### src/rtl/alu_flag_unit_if.sv
// Operand/result bundle between the register file and the ALU flag unit.
// The master drives operands and strobe; the slave returns the registered result, flags and valid.
interface alu_flag_unit_if;
   logic [7:0] A;
   logic [7:0] B;
   logic [3:0] FunSel;
   logic       En;
   logic [7:0] OutALU;
   logic [3:0] Flags;
   logic       Valid;

   modport master (output A, B, FunSel, En, input OutALU, Flags, Valid);
   modport slave  (input A, B, FunSel, En, output OutALU, Flags, Valid);
endinterface

### src/rtl/alu_flag_unit.sv
// 8-bit ALU with {Z,C,N,O} flag register; one registered result per En strobe, 1-cycle latency.
// Never stalls: Valid is En delayed by one cycle, cleared by synchronous reset.
module alu_flag_unit (
   input  logic           clk,
   input  logic           reset,
   alu_flag_unit_if.slave bus
);
   logic [7:0] r_out;
   logic [3:0] r_flags;
   logic       r_valid;

   logic [7:0] w_a;
   logic [7:0] w_b;
   logic       w_cin;
   logic [8:0] w_sum;
   logic [7:0] w_res;
   logic       w_c;
   logic       w_o;

   assign w_a   = bus.A;
   assign w_b   = bus.B;
   assign w_cin = r_flags[2];

   // C and O default to their held values; only the ops that own them overwrite.
   always_comb begin
      w_sum = 9'h000;
      w_res = 8'h00;
      w_c   = r_flags[2];
      w_o   = r_flags[0];
      case (bus.FunSel)
         4'b0000: w_res = w_a;
         4'b0001: w_res = w_b;
         4'b0010: w_res = ~w_a;
         4'b0011: w_res = ~w_b;
         4'b0100: begin
            w_sum = {1'b0, w_a} + {1'b0, w_b};
            w_res = w_sum[7:0];
            w_c   = w_sum[8];
            w_o   = (w_a[7] == w_b[7]) && (w_sum[7] != w_a[7]);
         end
         4'b0101: begin
            w_sum = {1'b0, w_a} + {1'b0, w_b} + {8'h00, w_cin};
            w_res = w_sum[7:0];
            w_c   = w_sum[8];
            w_o   = (w_a[7] == w_b[7]) && (w_sum[7] != w_a[7]);
         end
         4'b0110: begin
            w_sum = {1'b0, w_a} + {1'b0, ~w_b} + 9'd1;
            w_res = w_sum[7:0];
            w_c   = w_sum[8];
            w_o   = (w_a[7] != w_b[7]) && (w_sum[7] != w_a[7]);
         end
         4'b0111: w_res = w_a & w_b;
         4'b1000: w_res = w_a | w_b;
         4'b1001: w_res = w_a ^ w_b;
         4'b1010: begin
            w_res = {w_a[6:0], 1'b0};
            w_c   = w_a[7];
         end
         4'b1011: begin
            w_res = {1'b0, w_a[7:1]};
            w_c   = w_a[0];
         end
         4'b1100: begin
            w_res = {w_a[6:0], 1'b0};
            w_c   = w_a[7];
            w_o   = w_a[7] ^ w_a[6];
         end
         4'b1101: begin
            w_res = {w_a[7], w_a[7:1]};
            w_c   = w_a[0];
         end
         4'b1110: begin
            w_res = {w_a[6:0], w_cin};
            w_c   = w_a[7];
         end
         default: begin
            w_res = {w_cin, w_a[7:1]};
            w_c   = w_a[0];
         end
      endcase
   end

   always_ff @(posedge clk) begin
      if (reset) begin
         r_out   <= 8'h00;
         r_flags <= 4'b0000;
         r_valid <= 1'b0;
      end else begin
         r_valid <= bus.En;
         if (bus.En) begin
            r_out   <= w_res;
            r_flags <= {(w_res == 8'h00), w_c, w_res[7], w_o};
         end
      end
   end

   assign bus.OutALU = r_out;
   assign bus.Flags  = r_flags;
   assign bus.Valid  = r_valid;
endmodule
### src/flat_wrapper.sv
// flat-port wrapper written by rule: the top's interface ports become plain ports
module alu_flag_unit_flat 
  (clk, reset, bus_A, bus_B, bus_FunSel, bus_En, bus_OutALU, bus_Flags, bus_Valid);
  alu_flag_unit_if bus_i ();
  input  logic clk;
  input  logic reset;
  input wire logic [$bits(bus_i.A)-1:0] bus_A;
  input wire logic [$bits(bus_i.B)-1:0] bus_B;
  input wire logic [$bits(bus_i.FunSel)-1:0] bus_FunSel;
  input wire logic [$bits(bus_i.En)-1:0] bus_En;
  output wire logic [$bits(bus_i.OutALU)-1:0] bus_OutALU;
  output wire logic [$bits(bus_i.Flags)-1:0] bus_Flags;
  output wire logic [$bits(bus_i.Valid)-1:0] bus_Valid;
  assign bus_i.A = bus_A;
  assign bus_i.B = bus_B;
  assign bus_i.FunSel = bus_FunSel;
  assign bus_i.En = bus_En;
  assign bus_OutALU = bus_i.OutALU;
  assign bus_Flags = bus_i.Flags;
  assign bus_Valid = bus_i.Valid;
  alu_flag_unit u_core (.clk(clk), .reset(reset), .bus(bus_i));
endmodule
### config.mk
export PLATFORM = sky130hd
export DESIGN_NAME = alu_flag_unit_flat
export DESIGN_NICKNAME = d
export VERILOG_FILES = /design/src/rtl/alu_flag_unit_if.sv /design/src/rtl/alu_flag_unit.sv /design/src/flat_wrapper.sv
export SDC_FILE = /design/constraint.sdc
export NUM_CORES = 1
export LEC_CHECK = 0
export BUFFER_PORTS_ARGS = -buffer_cell sky130_fd_sc_hd__buf_2
export CAP_MARGIN = 20
export CORE_ASPECT_RATIO = 0.8
export CORE_MARGIN = 2
export CORE_UTILIZATION = 50
export DETAILED_ROUTE_END_ITERATION = 6
export GPL_TIMING_DRIVEN = 0
export PLACE_DENSITY = 0.77
export SLEW_MARGIN = 20
export SYNTH_ARGS = -nofsm -noshare
export SYNTH_HDL_FRONTEND = slang
export SYNTH_SLANG_ARGS = --single-unit
### constraint.sdc
create_clock -name clk -period 3.3 [get_ports clk]
set_input_delay 0.33 -clock clk [delete_from_list [all_inputs] [get_ports clk]]
set_output_delay 0.33 -clock clk [all_outputs]
set_load 0.02 [all_outputs]
==> impl_results.md, run 1 <==
* Status: complete, no violations
* Root buf cell: clkbuf_8
* Tightest Hold Check Type: input pin to flip-flop
* Most common library cells after synthesis: nor2_1 (38), nand2_1 (30), a21oi_1 (26), ha_1 (26), o21ai_0 (24)
* Post-CTS setup buffers at 0
* Crit-path max FO at 6
* Synth Flop Type: dfxtp_1
* Final Total Pwr at 0.779 mW
* Final ANT Viol Nets at 0
* Final-report hold violation count at 0
* Grt met2 use at 0.444
* Worst reg2reg path depth at 10
* Reg2reg end: u_core.bus.Flags[3]$_SDFFE_PP0P_
* Post-Synthesis Cells at 393
* Initial antenna violation count at 0
* Largest cells by area after synthesis: ha_1 (12%), dfxtp_1 (8.6%), nor2_1 (5.1%)
* Yosys top cell area share at 0.117
* Final Max Tran Viols at 0
* Drt pass-1 iters at 5
* Clock Latency Late Sink at roughly 250 ps
* F_max at approximately 300 MHz
* Ant. Diodes at 0
* CTS Buf Count at 3
* Crit path capture type: flip-flop
* Area delta synth->final at 10.5%
* # clock sinks at 12
* Number of top-level pins at 36
* Post_cts resized at 0
* YS warnings at 0
* Std-Cell Rows at 24
* P_leak at about 1.3 nW
* M3 GR Usage at 0.0782
* Synth area leader: ha_1
* Worst Tran Pin Value at between 900 and 1000 ps
* IO buf count at 34
* Met1 usage at 0.464
* RSZ-0062 raised after global routing: no
* Post-DR vias/cell at between 6 and 7
* Synth Cell Area at between 2000 and 3000 µm²
* Final Setup Violations at 0
* TNS Setup at 0 ps
* Vias in the first global route at between 2000 and 3000
* Asr flop ratio synth at 0
* Clock Skew at between 1.5 and 2 ps
* Fillers at around 550
* First-pass GRT wire length at ~15000 µm
* FF-to-FF Start: u_core.bus.Flags[2]$_SDFFE_PP0P_
* Sequential element share of the synthesized area at 0.0864
* Hold-critical path depth at 2
* Netlist cell types at 74
* Period minus WS final at 3260 ps
* Share of post-route cells with drive strength above 1 at 0.167
* Core ar. at roughly 5400 µm²
* WP data required at approximately 3500 ps
* Number of synthesized flops with an enable pin at 0
* WL per Instance at 19.3 µm
* Synthesized net count at 444
* Peak VDD IR at between 0.15 and 0.2 mV
* Hold endpoint: u_core.bus.Valid$_SDFF_PP0_
* CTS H-tree lvls at 1
* GRT Max-Usage Layer: met1
* Clock slew at reported path FFs at roughly 50 ps
* Worst Setup Slack post-DPL at -79.5 ps
* Die Span Y at 70.7 µm
* FF+latch count, synth at 12
* DR DRC count at 0
* Hold path startpoint: reset
* DRT Wirelength at around 9500 µm
* Reg-to-reg slack, setup at ~520 ps
* Largest net degree at the start of global routing at 11
* Final Cycle Share at 0.988
* Vias at roughly 3200
* Final net count at between 400 and 500
* Die Footprint at roughly 6200 µm²
* Max-cap viol count at 0
* Syn_area_per_cell at 7.07 µm²
* Remaining Overflow, GRT at 0
* Width of the die at slightly below 90 µm
* Most frequent cell after synthesis: nor2_1
* Power density over the cells at ~250 nW/µm²
* GR Util All Layers at 0.306
* Post-detail-place hpwl at approximately 7400 µm
* Clock tree buffer depth at 2
* Arr. time, crit path at ~3400 ps
* Critical Path Source Type: input pin
* RePlAce Congestion at approximately 1.0
* Final worst-path setup slack at roughly 41 ps
* Starting density of the core at 0.514
* Critical path class: input pin to flip-flop
* Slew Limit Headroom at 0.354
* DRT iter0 DRCs at around 360
* TritonCTS clock tree: done
* Hold_buf cts at 0
## layer usage
layer	up-vias	routed length, µm
li1	1507	-
met1	1498	4160
met2	226	4090
met3	18	1130
met4	0	166
met5	-	0
## power by group
part           leakage [nW]  internal (mW)  switching (mW)
logic                  1.21          0.185           0.293
clock network        0.0216         0.0808          0.0571
registers            0.0990          0.156         0.00616
## layout by cell type (no fill, tap or decap), types with 9 or more instances in the layout
master    instances
nand2_1          30
nor2b_1           9
ha_1             26
xnor2_1          12
nor2_1           38
xor2_1           11
dfxtp_1          12
inv_1            23
a21oi_1          26
buf_2            54
a211oi_1          9
o21ai_0          24
## cell families after synthesis
| family | share of synthesized area |
|---|---|
| muxes | 0.0252 |
| and+or+nand+nor | 0.237 |
| DFF | 0.0864 |
| buffers and inverters | 0.0954 |
| AOI/OAI and AO/OA | 0.329 |
| xor gates and xnor gates | 0.0887 |
| adders and majority gates | 0.139 |
## per-stage QoR
stage	util	hold WS, ps	cell area, µm²	std cells
after global routing	0.569	323	3070	495
after CTS	0.569	303	3070	495
after global placement	0.561	463	3030	492
final	0.569	307	3070	495
after floorplan	-	408	2780	393
after detailed placement	0.561	471	3030	492
## how the worst max path moves through the flow
stage / from / endpoint / cells after the start
5_1_grt: bus_A[0] / u_core.bus.Flags[0]$_SDFFE_PP0P_ / 12
3_3_place_gp: bus_A[0] / u_core.bus.Flags[3]$_SDFFE_PP0P_ / 12
3_5_place_dp: bus_A[0] / u_core.bus.Flags[3]$_SDFFE_PP0P_ / 13
2_1_floorplan: bus_B[0] / u_core.bus.Flags[3]$_SDFFE_PP0P_ / 11
4_1_cts: bus_A[0] / u_core.bus.Flags[3]$_SDFFE_PP0P_ / 12
6_report: bus_A[0] / u_core.bus.Flags[3]$_SDFFE_PP0P_ / 13
## sequential cells by signal, indices dropped and copies added (netlist names)
| name | count |
|---|---|
| u_core.bus.OutALU | 7 |
| u_core.bus.Valid | 1 |
| u_core.bus.Flags | 4 |
## worst max-delay path: stages
cell      delay [ps]
buf_2            150
inv_1             70
ha_1             200
inv_1             70
fa_1             230
nand2b_1         110
a221oi_1         590
nor3_1           110
nor4_1           330
and3_1           280
o22ai_1          130
or4_4            560
o32ai_2          240
## cell type report
type                       instances  area (µm²)  share of cell area
multi-input combinational        322        2270               0.740
sequential                        12         240              0.0782
buffer                            34         171              0.0558
timing repair buffer              34         170              0.0554
inverter                          25        93.8              0.0305
tap                               65        81.3              0.0265
clock buffer                       3        41.3              0.0134
No activity file was read; power rests on OpenSTA's default activity.
==> run 2: changes to the inputs <==
--- a/config.mk
+++ b/config.mk
@@ -12,7 +12,8 @@
 export CORE_UTILIZATION = 50
 export DETAILED_ROUTE_END_ITERATION = 6
 export GPL_TIMING_DRIVEN = 0
-export PLACE_DENSITY = 0.77
+export PLACE_DENSITY = 0.7
+export SETUP_SLACK_MARGIN = 0.2
 export SLEW_MARGIN = 20
 export SYNTH_ARGS = -nofsm -noshare
 export SYNTH_HDL_FRONTEND = slang
==> run 2 against run 1 <==
Via count is 1.5% lower. First-iteration DRC count is 51% higher. Utilization is 1.5 points higher. Flip-flop and latch count did not move. Cell area rose by 2.6%. Critical endpoint unchanged.
==> impl_results.md, run 2 (same netlist as run 1, synthesis figures left out) <==
* Width of the die at 87.4 µm (unchanged)
* Vias in the first global route at 2733 (was 2830)
* First-pass GRT wire length at 14700 µm (was 15000 µm)
* DRT Wirelength at 9630 µm (was 9540 µm)
* Ant. Diodes at 0 (unchanged)
* Commonest non-fill, non-tap cells in the layout: buf_2 (53), nor2_1 (38), nand2_1 (30), a21oi_1 (26), ha_1 (25) (was buf_2 (54), nor2_1 (38), nand2_1 (30), a21oi_1 (26), ha_1 (26))
* F_max at 328 MHz (was 307 MHz)
* Hold-critical path depth at 2 (unchanged)
* Drt pass-1 iters at 5 (unchanged)
* Die Footprint at 6180 µm² (unchanged)
* Initial antenna violation count at 0 (unchanged)
* Critical path class: input pin to flip-flop (unchanged)
* Status: complete, no violations (unchanged)
* Fillers at 554 (was 548)
* Clock Skew at 4.57 ps (was 1.70 ps)
* Final net count at 484 (was 483)
* TNS Setup at 0 ps (unchanged)
* Max FFs per register at 7 (unchanged)
* Largest net degree at the start of global routing at 11 (unchanged)
* Area occupied by registers at 240 µm² (unchanged)
* IO buf count at 34 (unchanged)
* RSZ-0062 raised after global routing: no (unchanged)
* Most common cell after layout, fill and taps aside: buf_2 (unchanged)
* Power density over the cells at 262 nW/µm² (was 253 nW/µm²)
* RePlAce Congestion at 0.981 (was 1.02)
* Crit path capture type: flip-flop (unchanged)
* Arr. time, crit path at 3220 ps (was 3410 ps)
* Starting density of the core at 0.514 (unchanged)
* Worst Tran Pin Value at 989 ps (was 966 ps)
* Slew Limit Headroom at 0.339 (was 0.354)
* Clock tree buffer depth at 2 (unchanged)
* Clock Latency Late Sink at 250 ps (about the same)
* Final Max Tran Viols at 0 (unchanged)
* TritonCTS clock tree: done (unchanged)
* Footprint of the multi-input gates at 2330 µm² (was 2270 µm²)
* Period minus WS final at 3050 ps (was 3260 ps)
* Number of top-level pins at 36 (unchanged)
* DRT iter0 DRCs at 547 (was 363)
* WL per Instance at 19.4 µm (was 19.3 µm)
* Tightest Hold Check Type: input pin to flip-flop (unchanged)
* Hold_buf cts at 0 (unchanged)
* Worst reg2reg path depth at 10 (unchanged)
* WP data required at 3470 ps (was 3450 ps)
* Reg-to-reg slack, setup at 620 ps (was 520 ps)
* Post-detail-place hpwl at 7330 µm (was 7410 µm)
* Worst Setup Slack post-DPL at -73.5 ps (was -79.5 ps)
* Die Span Y at 70.7 µm (unchanged)
* GR Util All Layers at 0.302 (was 0.306)
* Std-Cell Rows at 24 (unchanged)
* Share of post-route cells with drive strength above 1 at 0.192 (was 0.167)
* P_leak at 1.36 nW (was 1.34 nW)
* Hold path startpoint: reset (unchanged)
* Final worst-path setup slack at 251 ps (was 41.1 ps)
* Hold endpoint: u_core.bus.Valid$_SDFF_PP0_ (unchanged)
* DR DRC count at 0 (unchanged)
* FF-to-FF Start: u_core.bus.Flags[2]$_SDFFE_PP0P_ (unchanged)
* Remaining Overflow, GRT at 0 (unchanged)
* Crit-path max FO at 6 (unchanged)
* Final ANT Viol Nets at 0 (unchanged)
* Critical Path Source Type: input pin (unchanged)
* Root buf cell: clkbuf_8 (unchanged)
* Core ar. at 5410 µm² (unchanged)
* Vias at 3200 (was 3249)
* Area delta synth->final at 13.4% (was 10.5%)
* Post-DR vias/cell at 6.44 (was 6.56)
* Reg2reg end: u_core.bus.Flags[3]$_SDFFE_PP0P_ (unchanged)
* Final Setup Violations at 0 (unchanged)
* Final-report hold violation count at 0 (unchanged)
* Peak VDD IR at 0.158 mV (about the same)
* CTS H-tree lvls at 1 (unchanged)
* CTS Buf Count at 3 (unchanged)
* Max-cap viol count at 0 (unchanged)
* # clock sinks at 12 (unchanged)
* Final Cycle Share at 0.924 (was 0.988)
* Clock slew at reported path FFs at 60 ps (was 50 ps)
[run 2: how the worst max path moves through the flow]
stage | endpoint | from | slack [ps] | cells past startpoint
after floorplan | u_core.bus.Flags[3]$_SDFFE_PP0P_ | bus_B[0] | 430 | 11
after global placement | u_core.bus.Flags[3]$_SDFFE_PP0P_ | bus_A[0] | -30 | 13
after detailed placement | u_core.bus.Flags[3]$_SDFFE_PP0P_ | bus_A[0] | -70 | 12
after CTS | u_core.bus.Flags[3]$_SDFFE_PP0P_ | bus_B[0] | 210 | 12
after global routing | u_core.bus.Flags[0]$_SDFFE_PP0P_ | bus_A[0] | 170 | 12
final | u_core.bus.Flags[3]$_SDFFE_PP0P_ | bus_A[0] | 250 | 12
[run 2: timing repair]
action | 4_1_cts | 5_1_grt
endpoints found under the setup margin | 2 | 3
pin swaps | 1 | 7
setup buffers | 0 | 1
gates resized for setup | 1 | 12
[run 2: cell type report]
class | instances | area share
Multi-Input combinational cell | 322 | 0.739
Sequential cell | 12 | 0.0762
Timing Repair Buffer | 35 | 0.0564
Buffer | 34 | 0.0552
Inverter | 25 | 0.0298
Tap cell | 65 | 0.0258
Clock buffer | 4 | 0.0175
[run 2: power breakdown]
part / switching, mW / internal, mW
combinational: 0.302 / 0.192
clock: 0.0636 / 0.106
sequential: 0.00604 / 0.156
total: 0.372 / 0.454
[run 2: stage by stage]
step | hold WS, ps | total power [mW] | area [µm²] | cells | util
2_1_floorplan | 408 | 0.499 | 2780 | 393 | -
3_3_place_gp | 466 | 0.623 | 3030 | 492 | 0.561
3_5_place_dp | 469 | 0.627 | 3030 | 492 | 0.561
6_report | 311 | 0.826 | 3150 | 497 | 0.583
4_1_cts | 305 | 0.797 | 3090 | 496 | 0.572
5_1_grt | 324 | 0.870 | 3150 | 497 | 0.583
[run 2: critical path, cell delays in order]
cell and delay [ps]:
buf_2 140, ha_2 210, fa_1 380, buf_4 180, a211oi_4 290, o2111ai_2 180
nor4b_4 330, and4bb_2 330, xnor3_1 220, a21oi_1 200, o22ai_1 150, o32ai_2 260
[run 2: per-layer routing]
metal	global-route usage	share of wire
met1	0.478	0.46
met5	0	0
met3	0.0397	0.11
met2	0.436	0.42
met4	0.0547	0.015
==> run 3: changes to the inputs <==
--- a/config.mk
+++ b/config.mk
@@ -9,10 +9,10 @@
 export CAP_MARGIN = 20
 export CORE_ASPECT_RATIO = 0.8
 export CORE_MARGIN = 2
-export CORE_UTILIZATION = 50
+export CORE_UTILIZATION = 60
 export DETAILED_ROUTE_END_ITERATION = 6
 export GPL_TIMING_DRIVEN = 0
-export PLACE_DENSITY = 0.7
+export PLACE_DENSITY = 0.81
 export SETUP_SLACK_MARGIN = 0.2
 export SLEW_MARGIN = 20
 export SYNTH_ARGS = -nofsm -noshare
==> run 3 against run 2 <==
Flip-flop and latch count did not move. Setup slack got worse by 19 ps. Critical path depth did not move. Cell area rose by 0.40%. Sequential share of layout area barely moved. Utilization rose by 12 points. Global-route usage rose by 7.3 points. Fmax fell by 0.61%. First-iteration DRC count fell by 22%. Count of clock-buffer cells in the layout fell by 1. Register-to-register slack barely moved. Clock skew fell by 1.6 ps. Critical endpoint unchanged.
==> impl_results.md, run 3 (same netlist as run 1, synthesis figures left out) <==
* IO buf count at 34 (unchanged)
* Clock slew at reported path FFs at 50 ps (was 60 ps)
* TritonCTS clock tree: done (unchanged)
* DR DRC count at 0 (unchanged)
* Switching part of the total power at 0.459 (was 0.450)
* Fillers at 404 (was 554)
* DRT Wirelength at 9540 µm (was 9630 µm)
* First-pass GRT wire length at 15200 µm (was 14700 µm)
* Power density over the cells at 253 nW/µm² (was 262 nW/µm²)
* Ant. Diodes at 0 (unchanged)
* Final worst-path setup slack at 232 ps (was 251 ps)
* Crit-path max FO at 6 (unchanged)
* Status: complete, no violations (unchanged)
* Clock Skew at 3.01 ps (was 4.57 ps)
* Drt pass-1 iters at 5 (unchanged)
* Root buf cell: clkbuf_8 (unchanged)
* Initial antenna violation count at 0 (unchanged)
* Final Total Pwr at 0.800 mW (was 0.826 mW)
* F_max at 326 MHz (was 328 MHz)
* Comb pwr share at 0.633 (was 0.598)
* Critical Path Source Type: input pin (unchanged)
* Min Hold Slack at 339 ps (was 311 ps)
* Remaining Overflow, GRT at 0 (unchanged)
* Starting density of the core at 0.616 (was 0.514)
* Clk pwr share at 0.164 (was 0.205)
* Die Footprint at 5200 µm² (was 6180 µm²)
* Share of post-route cells with drive strength above 1 at 0.200 (was 0.192)
* CTS H-tree lvls at 1 (unchanged)
* Period minus WS final at 3070 ps (was 3050 ps)
* Final net count at 484 (unchanged)
* Crit path capture type: flip-flop (unchanged)
* Final cell count without fillers at 491 (was 497)
* Switching pwr at 0.367 mW (was 0.372 mW)
* CTS Buf Count at 3 (unchanged)
* Tightest Hold Check Type: input pin to flip-flop (unchanged)
* Worst reg2reg path depth at 10 (unchanged)
* RSZ-0062 raised after global routing: yes (was no)
* Area delta synth->final at 13.8% (was 13.4%)
* Std-Cell Rows at 22 (was 24)
* Area after DPL at 3030 µm² (about the same)
* Worst Setup Slack post-DPL at -52.5 ps (was -73.5 ps)
* Commonest non-fill, non-tap cells in the layout: buf_2 (53), nor2_1 (38), nand2_1 (30), a21oi_1 (25), ha_1 (25) (was buf_2 (53), nor2_1 (38), nand2_1 (30), a21oi_1 (26), ha_1 (25))
* Hold_buf cts at 0 (unchanged)
* Final core occ at 0.701 (was 0.583)
* TNS Setup at 0 ps (unchanged)
* Register share of total power at 0.203 (was 0.197)
* # clock sinks at 12 (unchanged)
* Final Setup Violations at 0 (unchanged)
* Most common cell after layout, fill and taps aside: buf_2 (unchanged)
* RePlAce Congestion at 1.00 (was 0.981)
* GR Util All Layers at 0.375 (was 0.302)
* Clock tree buffer depth at 2 (unchanged)
* WP data required at 3450 ps (was 3470 ps)
* Internal power component at 0.433 mW (was 0.454 mW)
* Width of the die at 80.1 µm (was 87.4 µm)
* Dpl cells at 487 (was 492)
* Final-report hold violation count at 0 (unchanged)
* P_leak at 1.36 nW (about the same)
* Final Max Tran Viols at 0 (unchanged)
* Clock Latency Late Sink at 240 ps (was 250 ps)
* Vias in the first global route at 3016 (was 2733)
* Max-cap viol count at 0 (unchanged)
* Post-route cell area at 3160 µm² (was 3150 µm²)
* Post-DR vias/cell at 6.70 (was 6.44)
* Core ar. at 4510 µm² (was 5410 µm²)
* Vias at 3291 (was 3200)
* Max FFs per register at 7 (unchanged)
* Arr. time, crit path at 3220 ps (about the same)
* Die Span Y at 64.9 µm (was 70.7 µm)
* Critical path class: input pin to flip-flop (unchanged)
* Final ANT Viol Nets at 0 (unchanged)
* Number of top-level pins at 36 (unchanged)
* Hold-critical path depth at 2 (unchanged)
* Worst Tran Pin Value at 1060 ps (was 989 ps)
* Largest net degree at the start of global routing at 11 (unchanged)
* Peak VDD IR at 0.171 mV (was 0.158 mV)
* WL per Instance at 19.4 µm (about the same)
* Slew Limit Headroom at 0.295 (was 0.339)
* Post-detail-place hpwl at 7180 µm (was 7330 µm)
* DRT iter0 DRCs at 429 (was 547)
* Final Cycle Share at 0.930 (was 0.924)
## run 3: changes by cell type in the layout (fill, tap and decap cells not counted)
cell,delta
xor2_1,-1
a21oi_2,+1
a221oi_2,-1
fa_2,+1
a21oi_1,-1
a221oi_4,+1
xnor2_2,+1
clkbuf_8,-1
fa_1,-1
xor2_2,+1
xnor2_1,-1
## run 3: final timing paths
| path | from | endpoint | slack [ps] |
|---|---|---|---|
| worst min register to register | u_core.bus.OutALU[1]$_SDFFE_PP0P_ | u_core.bus.OutALU[1]$_SDFFE_PP0P_ | 480 |
| worst min-delay path | reset | u_core.bus.Valid$_SDFF_PP0_ | 340 |
| worst max register to register | u_core.bus.Flags[2]$_SDFFE_PP0P_ | u_core.bus.Flags[3]$_SDFFE_PP0P_ | 630 |
| worst max-delay path | bus_A[0] | u_core.bus.Flags[3]$_SDFFE_PP0P_ | 230 |
## run 3: critical path, stage by stage
cell and delay (ps):
buf_2 140, ha_2 210, fa_1 380, buf_4 190, a211oi_4 270, o21bai_1 140, and2_4 190, a22oi_2 140
o21ai_1 110, o32a_1 380, or4_4 530, o32ai_2 200
## run 3: cell type report
type / count / area, µm² / share of cell area
sequential: 12 / 240 / 0.0759
tap: 60 / 75.1 / 0.0237
multi-input combinational: 322 / 2360 / 0.747
buffer: 34 / 174 / 0.0550
timing repair buffer: 35 / 178 / 0.0561
clock buffer: 3 / 41.3 / 0.0130
inverter: 25 / 93.8 / 0.0297
## run 3: power groups by stage
stage / Sequential, mW / Combinational, mW / Clock, mW
2_1_floorplan: 0.179 / 0.320 / 0
3_3_place_gp: 0.165 / 0.452 / 0
3_5_place_dp: 0.165 / 0.462 / 0
4_1_cts: 0.162 / 0.467 / 0.134
5_1_grt: 0.163 / 0.547 / 0.140
6_report: 0.163 / 0.506 / 0.131
## run 3: per-layer routing
| layer | share of wire | global-route usage | wire, µm |
|---|---|---|---|
| met5 | 0 | 0 | 0 |
| met4 | 0.029 | 0.102 | 278 |
| met1 | 0.43 | 0.546 | 4100 |
| met3 | 0.12 | 0.0585 | 1120 |
| met2 | 0.42 | 0.571 | 4040 |
## run 3: what timing repair did
item	CTS	global route
endpoints found under the setup margin	1	3
gates resized for setup	2	16
pin swaps	4	5
gates cloned	0	0
setup buffers	0	1
